`config.mk`:
```
export PLATFORM = sky130hd
export DESIGN_NAME = frame_rd_sched
export DESIGN_NICKNAME = d
export VERILOG_FILES = /design/src/rtl/frame_rd_pkg.sv /design/src/rtl/frame_buf_sel.sv /design/src/rtl/frame_rd_sched.sv
export SDC_FILE = /design/constraint.sdc
export NUM_CORES = 1
export LEC_CHECK = 0
export ABC_AREA = 1
export CORE_MARGIN = 2
export CORE_UTILIZATION = 46
export CTS_CLUSTER_DIAMETER = 40
export DETAILED_ROUTE_END_ITERATION = 8
export PLACE_DENSITY = 0.79
export SKIP_CTS_REPAIR_TIMING = 1
export SLEW_MARGIN = 25
export SYNTH_ARGS = -nofsm -noshare
export SYNTH_HDL_FRONTEND = slang
export SYNTH_SLANG_ARGS = --single-unit
```
`constraint.sdc`:
```
create_clock -name pixel_clk -period 1.65 [get_ports pixel_clk]
set_input_delay 0.2475 -clock pixel_clk [delete_from_list [all_inputs] [get_ports pixel_clk]]
set_output_delay 0.2475 -clock pixel_clk [all_outputs]
set_load 0.005 [all_outputs]
```
`src/rtl/frame_rd_pkg.sv`:
```
// Shared types and default geometry for the frame buffer read scheduler.
package frame_rd_pkg;

    typedef enum logic [1:0] {
        IDLE,
        WAIT_SPACE,
        ISSUE,
        WAIT_DATA
    } state_t;

    localparam int unsigned DEF_H_ACT     = 1024;
    localparam int unsigned DEF_V_ACT     = 768;
    localparam int unsigned DEF_BURST_LEN = 64;

    function automatic int unsigned bursts_per_frame(input int unsigned h, input int unsigned v,
                                                     input int unsigned b);
        return (h * v) / b;
    endfunction

    localparam int unsigned BURSTS_PER_FRAME = bursts_per_frame(DEF_H_ACT, DEF_V_ACT, DEF_BURST_LEN);

endpackage

```
`src/rtl/frame_buf_sel.sv`:
```
// Ping-pong display buffer selection: remembers a finished writer frame and
// swaps the displayed buffer at the next display frame start.
module frame_buf_sel (
    input  logic clk,
    input  logic rst,
    input  logic frame_start,
    input  logic wr_frame_done,
    output logic next_sel,
    output logic disp_buf_sel
);

    logic new_frame_rdy;

    // A writer completion coinciding with frame_start still swaps on that frame.
    assign next_sel = (frame_start && (new_frame_rdy || wr_frame_done)) ? ~disp_buf_sel : disp_buf_sel;

    always_ff @(posedge clk) begin
        if (rst) begin
            disp_buf_sel  <= 1'b0;
            new_frame_rdy <= 1'b0;
        end else begin
            disp_buf_sel <= next_sel;
            if (frame_start) begin
                new_frame_rdy <= 1'b0;
            end else if (wr_frame_done) begin
                new_frame_rdy <= 1'b1;
            end
        end
    end

endmodule

```
`src/rtl/frame_rd_sched.sv`:
```
// Burst read scheduler from the frame buffer into the display line FIFO.
// Define FRAME_PINGPONG_EN to alternate between FB_BASE0 and FB_BASE1.
module frame_rd_sched
    import frame_rd_pkg::*;
#(
    parameter int unsigned          H_ACT      = DEF_H_ACT,
    parameter int unsigned          V_ACT      = DEF_V_ACT,
    parameter int unsigned          BURST_LEN  = DEF_BURST_LEN,
    parameter int unsigned          FIFO_DEPTH = 1024,
    parameter int unsigned          ADDR_W     = 24,
    parameter logic [ADDR_W-1:0]    FB_BASE0   = 24'h000000,
    parameter logic [ADDR_W-1:0]    FB_BASE1   = 24'h0C0000
) (
    input  logic              pixel_clk,
    input  logic              sys_rst,
    input  logic              frame_start,
    input  logic              wr_frame_done,
    input  logic [10:0]       fifo_level,
    output logic              rd_cmd_valid,
    input  logic              rd_cmd_ready,
    output logic [ADDR_W-1:0] rd_cmd_addr,
    output logic [7:0]        rd_cmd_len,
    input  logic              rd_data_valid,
    output logic              disp_buf_sel,
    output logic              frame_active,
    output logic              ovf_err
);

    localparam int unsigned N_BURSTS = bursts_per_frame(H_ACT, V_ACT, BURST_LEN);
    localparam int unsigned BIDX_W   = (N_BURSTS > 1) ? $clog2(N_BURSTS) : 1;
    localparam int unsigned RET_W    = (BURST_LEN > 1) ? $clog2(BURST_LEN) : 1;

    state_t              state;
    logic [BIDX_W-1:0]   burst_idx;
    logic [RET_W-1:0]    ret_cnt;
    logic [ADDR_W-1:0]   base;
    logic                restart_pend;
    logic                next_sel;
    logic [ADDR_W-1:0]   sel_base;
    logic [ADDR_W-1:0]   burst_off;
    logic                space_ok;

`ifdef FRAME_PINGPONG_EN
    frame_buf_sel u_buf_sel (
        .clk           (pixel_clk),
        .rst           (sys_rst),
        .frame_start   (frame_start),
        .wr_frame_done (wr_frame_done),
        .next_sel      (next_sel),
        .disp_buf_sel  (disp_buf_sel)
    );
`else
    logic unused_wr_frame_done;
    assign unused_wr_frame_done = wr_frame_done;
    assign next_sel             = 1'b0;
    assign disp_buf_sel         = 1'b0;
`endif

    // next_sel already reflects a swap taking effect on this cycle's frame_start.
    assign sel_base   = next_sel ? FB_BASE1 : FB_BASE0;
    assign burst_off  = ADDR_W'(burst_idx) * ADDR_W'(BURST_LEN);
    assign space_ok   = ({1'b0, fifo_level} + 12'(BURST_LEN)) <= 12'(FIFO_DEPTH);
    assign rd_cmd_len = 8'(BURST_LEN);

    always_ff @(posedge pixel_clk) begin
        if (sys_rst) begin
            state        <= IDLE;
            burst_idx    <= '0;
            ret_cnt      <= '0;
            base         <= '0;
            restart_pend <= 1'b0;
            rd_cmd_valid <= 1'b0;
            rd_cmd_addr  <= '0;
            frame_active <= 1'b0;
            ovf_err      <= 1'b0;
        end else begin
            if (rd_data_valid && state != WAIT_DATA) begin
                ovf_err <= 1'b1;
            end
            unique case (state)
                IDLE: begin
                    if (frame_start) begin
                        base         <= sel_base;
                        burst_idx    <= '0;
                        state        <= WAIT_SPACE;
                        frame_active <= 1'b1;
                    end
                end
                WAIT_SPACE: begin
                    if (frame_start) begin
                        base      <= sel_base;
                        burst_idx <= '0;
                    end else if (space_ok) begin
                        rd_cmd_valid <= 1'b1;
                        rd_cmd_addr  <= base + burst_off;
                        state        <= ISSUE;
                    end
                end
                ISSUE: begin
                    if (frame_start) begin
                        restart_pend <= 1'b1;
                    end
                    if (rd_cmd_ready) begin
                        rd_cmd_valid <= 1'b0;
                        ret_cnt      <= '0;
                        state        <= WAIT_DATA;
                    end
                end
                WAIT_DATA: begin
                    if (rd_data_valid && ret_cnt == RET_W'(BURST_LEN - 1)) begin
                        if (restart_pend || frame_start) begin
                            restart_pend <= 1'b0;
                            burst_idx    <= '0;
                            base         <= sel_base;
                            state        <= WAIT_SPACE;
                        end else if (burst_idx == BIDX_W'(N_BURSTS - 1)) begin
                            state        <= IDLE;
                            frame_active <= 1'b0;
                        end else begin
                            burst_idx <= burst_idx + 1'b1;
                            state     <= WAIT_SPACE;
                        end
                    end else begin
                        if (rd_data_valid) begin
                            ret_cnt <= ret_cnt + 1'b1;
                        end
                        if (frame_start) begin
                            restart_pend <= 1'b1;
                        end
                    end
                end
            endcase
        end
    end

endmodule
```
After elaboration in Yosys (flattened, before gate mapping)
Cells that the tools add are included.
{"block": "word_totals", "reg_bits": 74, "elab_cells": 85}
{"block": "op_classes", "addsub": 4, "order_cmp": 1, "n_eq_ne": 19, "mux": 34, "n_bitwise": 1, "reduce_logical": 17}
{"cell": "24-bit two-way mux", "n": 3}
{"cell": "14-bit two-way mux", "n": 4}
{"cell": "24-bit one-hot mux with 2 select lines", "n": 1}
{"cell": "14-bit one-hot mux with 2 select lines", "n": 1}
{"cell": "24-bit by 20-bit adder with 24-bit output", "n": 1}
{"cell": "2-bit inequality test (second input constant)", "n": 11}
{"cell": "6-bit two-way mux", "n": 3}
{"cell": "4-bit AND reduction", "n": 4}
{"cell": "14-bit by 1-bit adder with 14-bit output (second input constant)", "n": 1}
{"cell": "14-bit == test (second input constant)", "n": 1}
{"cell": "11-bit by 7-bit adder with 12-bit output (second input constant)", "n": 1}
{"cell": "12-bit by 11-bit less-or-equal comparator with 1-bit output (second input constant)", "n": 1}
{"cell": "1-bit two-way mux", "n": 12}
{"cell": "6-bit one-hot mux with 2 select lines", "n": 1}
{"cell": "2-bit two-way mux", "n": 5}
{"cell": "5-bit AND reduction", "n": 2}
{"cell": "2-bit one-hot mux with 4 select lines", "n": 1}
{"cell": "2-bit nonzero test", "n": 4}
{"cell": "6-bit by 1-bit adder with 6-bit output (second input constant)", "n": 1}
{"cell": "6-bit == test (second input constant)", "n": 1}
{"cell": "3-bit inequality test (second input constant)", "n": 2}
{"cell": "1-bit one-hot mux with 2 select lines", "n": 3}
{"cell": "2-bit == test (second input constant)", "n": 2}
{"cell": "3-bit AND reduction", "n": 1}
{"cell": "other kinds (8)", "n": 9}

Longest topological paths before layout
{"block": "logic_depth", "depth_word": 5, "depth_mapped": 11}

Worst setup path after synthesis
OpenSTA, ideal clock, no wires.
{"block": "synth_timing", "kind": "reg-to-reg", "startpoint": "register state[0]", "endpoint": "register burst_idx[10]", "setup_time_ps": 114, "arrival_ps": 1446, "required_ps": 1536, "setup_slack_ps": 91, "path_stages_with_launch": 10, "cell_sequence": "dfxtp_1 > inv_1 > ha_1 > nor2_1 > o21ai_1 > a21oi_4 > nand2_2 > buf_6 > a21oi_1 > nor2_1"}
{"block": "synth_via", "elab_chain_cells": 4, "word_cells_on_any_way": 10, "classes_between": "eq/ne (5); mux (1); reduce/logical (4)"}
{"element": "start: declaration", "line_no": "frame_rd_sched.sv:33", "source": "state_t state;"}
{"element": "start signal: assignment", "line_no": "frame_rd_sched.sv:67", "source": "state <= IDLE;"}
{"element": "start signal: assignment", "line_no": "frame_rd_sched.sv:85", "source": "state <= WAIT_SPACE;"}
{"element": "start signal: assignment", "line_no": "frame_rd_sched.sv:96", "source": "state <= ISSUE;"}
{"element": "2-bit by 1-bit == test with 1-bit output or 2-bit logical NOT (tied branches)", "line_no": "frame_rd_sched.sv:80", "source": "unique case (state)"}
{"element": "2-bit OR reduction (no line)"}
{"element": "2-bit by 1-bit inequality test with 1-bit output (no line) or 2-bit nonzero test (tied branches)"}
{"element": "4-bit AND reduction (no line)"}
{"element": "end signal: assignment", "line_no": "frame_rd_sched.sv:120", "source": "burst_idx <= burst_idx + 1'b1;"}
{"element": "end: declaration", "line_no": "frame_rd_sched.sv:34", "source": "logic [BIDX_W-1:0] burst_idx;"}
Several ways; a longest one is shown, not always the timed one.
A chain may end at the register's enable or synchronous reset.

Worst setup path after layout
{"block": "layout_timing", "startpoint": "register burst_idx[0]", "endpoint": "register burst_idx[7]"}
{"block": "layout_via", "elab_chain_cells": 5, "word_cells_on_any_way": 8, "classes_between": "add/sub (1); eq/ne (2); mux (4); reduce/logical (1)"}
{"element": "14-bit by 1-bit adder with 14-bit output", "line_no": "frame_rd_sched.sv:120"}
{"element": "14-bit two-way mux", "line_no": "frame_rd_sched.sv:116", "source": "end else if (burst_idx == BIDX_W'(N_BURSTS - 1)) begin"}
{"element": "14-bit two-way mux", "line_no": "frame_rd_sched.sv:111", "source": "if (restart_pend || frame_start) begin"}
{"element": "14-bit two-way mux", "line_no": "frame_rd_sched.sv:110", "source": "if (rd_data_valid && ret_cnt == RET_W'(BURST_LEN - 1)) begin"}
{"element": "14-bit one-hot mux with 2 select lines", "line_no": "frame_rd_sched.sv:80"}
Several ways; a longest one is shown, not always the timed one. The select of a mux whose other input is x is not followed.

==> impl_metrics.json <==
{
  "min-delay-start": "rd_cmd_addr[7]",
  "layout_commonest_cell": "nand2_1",
  "hold_class": "flip-flop to flip-flop",
  "nets": 462,
  "critPathBufInv": 1,
  "power.leakage_nw": 1.39,
  "slew_headroom_pct": 60.1,
  "vias_per_cell": 4.99,
  "ff_latch_area_sq_um": 818,
  "final-setup-viol-count": 0,
  "initial_core_util_pct": 47.7,
  "place_congestion": 0.916,
  "synth_cell_type_count": 28,
  "portBuffers": 32,
  "power_density_nw_per_um2": 1210,
  "multiInputGateArea_sq_um": 1420,
  "io_pins": 53,
  "dp_cells": 495,
  "critPathMaxFanout": 8,
  "ff2ff_path_depth": 10,
  "core-area_sq_um": 5110,
  "die_w_um": 76.8,
  "grt_max_degree": 26,
  "ant_nets": 0,
  "htree_levels": 2,
  "fp-row-count": 26,
  "root_buffer": "clkbuf_8",
  "drt_wl_total_um": 6520,
  "drt_iter0_drc": 188,
  "clock.fmax_ghz": 0.617,
  "synthTopCellsByArea": "dfxtp_1 33%, nand2_1 14%, nand3_1 10%, nor2_1 7.2%, buf_4 7.1%",
  "grt_pass1_wl_um": 9810,
  "clkLatencyLatePin_ns": 0.30,
  "syn_inst": 375,
  "cts_buffer_depth": 2,
  "hold_violations": 0,
  "fillers": 442,
  "dp_slack_ns": -0.118,
  "grt_pass1_vias": 2305,
  "synth.avg_cell_area_sq_um": 6.49,
  "slowest_delay_ns": 0.36,
  "die_h_um": 76.8,
  "firstDrtPassIters": 4,
  "grt_usage_pct": 20.0,
  "start_kind": "flip-flop",
  "whs_path_depth": 2,
  "finalCritPeriodShare_pct": 98.2,
  "syn_area_sq_um": 2430,
  "antenna_found_initial": 0,
  "layout_common_cells": "91 x nand2_1, 49 x nand3_1, 46 x nor2_1",
  "finalMaxSlewViolations": 0,
  "max-vdd-ir-drop_mv": 0.673,
  "cts_buffers": 5,
  "yosysTopAreaCellShare_pct": 32.9,
  "cts_num_sinks": 40,
  "yosys_warnings": 0,
  "worstSetupStartpoint": "burst_idx[0]",
  "fin_crit_ns": 1.62,
  "overflow": 0,
  "setup_tns_ns": 0,
  "cp_cell_sequence": "ha_4 > nand2_4 > nor2_4 > nand2_4 > nor2_4 > nand3_4 > clkbuf_16 > nand3_1 > nand2_1 > nor2_1",
  "layout.cells.non_filler": 510,
  "syn_to_final_growth_pct": 34.5,
  "cp-end-kind": "flip-flop",
  "cp.depth": 10,
  "antenna_cells": 0,
  "finClkSkew_ns": 0.00520,
  "drc": 0,
  "worstPathArrival_ns": 1.87,
  "cap_violations": 0,
  "die_area_sq_um": 5890,
  "yosysSeqAreaShare_pct": 32.9,
  "yosys.area.top_type": "dfxtp_1",
  "crit_slowest_cell": "dfxtp_2",
  "synth-seq-cells": 40,
  "wl_per_cell_um": 12.8,
  "status": "finished clean",
  "fin_ws_ns": 0.0294,
  "clkTransAtPathRegs_ns": 0.08,
  "critical_path_class": "flip-flop to flip-flop",
  "drive_above_1_share_pct": 18.9,
  "r2r-start": "burst_idx[0]",
  "cp_top_family": "simple AND/OR/NAND/NOR gates",
  "cts_tree": "built",
  "worst_pin_slew_ns": 0.598,
  "cp.required_ns": 1.90,
  "dpl.hpwl_um": 4120,
  "total_power_mw": 3.96,
  "vias": 2547
}
path summary, 6_finish.rpt:
| check | to | slack, ns |
|---|---|---|
| min | rd_cmd_addr[7] | 0.46 |
| max reg2reg | burst_idx[7] | 0.03 |
| max | burst_idx[7] | 0.03 |
| min reg2reg | rd_cmd_addr[7] | 0.46 |
per-layer routing:
layer,GRT usage [%],wire (um),vias up
met3,4.00,341,17
met4,7.09,125,0
met1,25.2,2840,1171
met2,33.9,3220,84
li1,-,-,1275
met5,0,0,-
synthesized netlist by cell type:
| library cell | instances |
|---|---|
| dfxtp_1 | 40 |
| clkinv_1 | 1 |
| conb_1 | 2 |
| nand3_1 | 51 |
| buf_6 | 3 |
| nand2_2 | 5 |
| ha_1 | 6 |
| a21oi_1 | 28 |
| xnor2_1 | 1 |
| nand4_1 | 2 |
| nor3_1 | 1 |
| nor2_2 | 3 |
| nor2_4 | 1 |
| a21oi_2 | 2 |
| buf_2 | 1 |
| clkbuf_1 | 5 |
| or2_2 | 2 |
| or3_1 | 1 |
| buf_4 | 23 |
| a21oi_4 | 1 |
| nand3_4 | 1 |
| nand2_1 | 92 |
| inv_1 | 41 |
| nor2_1 | 47 |
| xor2_1 | 3 |
| nand3b_1 | 1 |
| o21ai_0 | 9 |
| o21ai_1 | 2 |
tightest hold or removal path: stages (launching register included):
cell and delay [ns]:
dfxtp_1 0.31, nand2_1 0.06, a21oi_1 0.05
cells by family (layout without fill, tap and decap cells):
logic type	Yosys count	after routing	share of synthesized area, %
DFF	40	40	32.9
adders and majority gates	6	6	3.08
AOI/OAI and AO/OA	42	42	9.40
and+or+nand+nor	207	208	36.9
xor gates and xnor gates	4	4	1.44
buffers and inverters	74	121	15.9
other	2	19	0.308
state kept, by name (all words and copies together), names as in the netlist:
| register | count |
|---|---|
| rd_cmd_addr | 14 |
| frame_active | 1 |
| burst_idx | 14 |
| restart_pend | 1 |
| state | 2 |
| rd_cmd_valid | 1 |
| ovf_err | 1 |
| ret_cnt | 6 |
final cells by class:
type | count | area share [%]
clock inverters | 3 | 1.30
well taps | 70 | 2.67
multi-input cells | 279 | 43.4
repair buffers | 71 | 20.6
clock buffers | 5 | 2.10
inverters | 42 | 4.89
flip-flops and latches | 40 | 25.0
report_power, final:
group	internal (mW)	switching [mW]
sequential	1.11	0.137
clock	0.448	0.372
combinational	0.849	1.04
through the flow:
| stage | utilization, % | cell area (sq um) | hold slack (ns) |
|---|---|---|---|
| global placement | 57.5 | 2940 | 0.449 |
| CTS | 59.7 | 3050 | 0.465 |
| floorplan | - | 2500 | 0.391 |
| global route | 64.1 | 3280 | 0.487 |
| detailed placement | 57.5 | 2940 | 0.452 |
| finish | 64.1 | 3280 | 0.465 |
(Power assumes the default switching activity.)
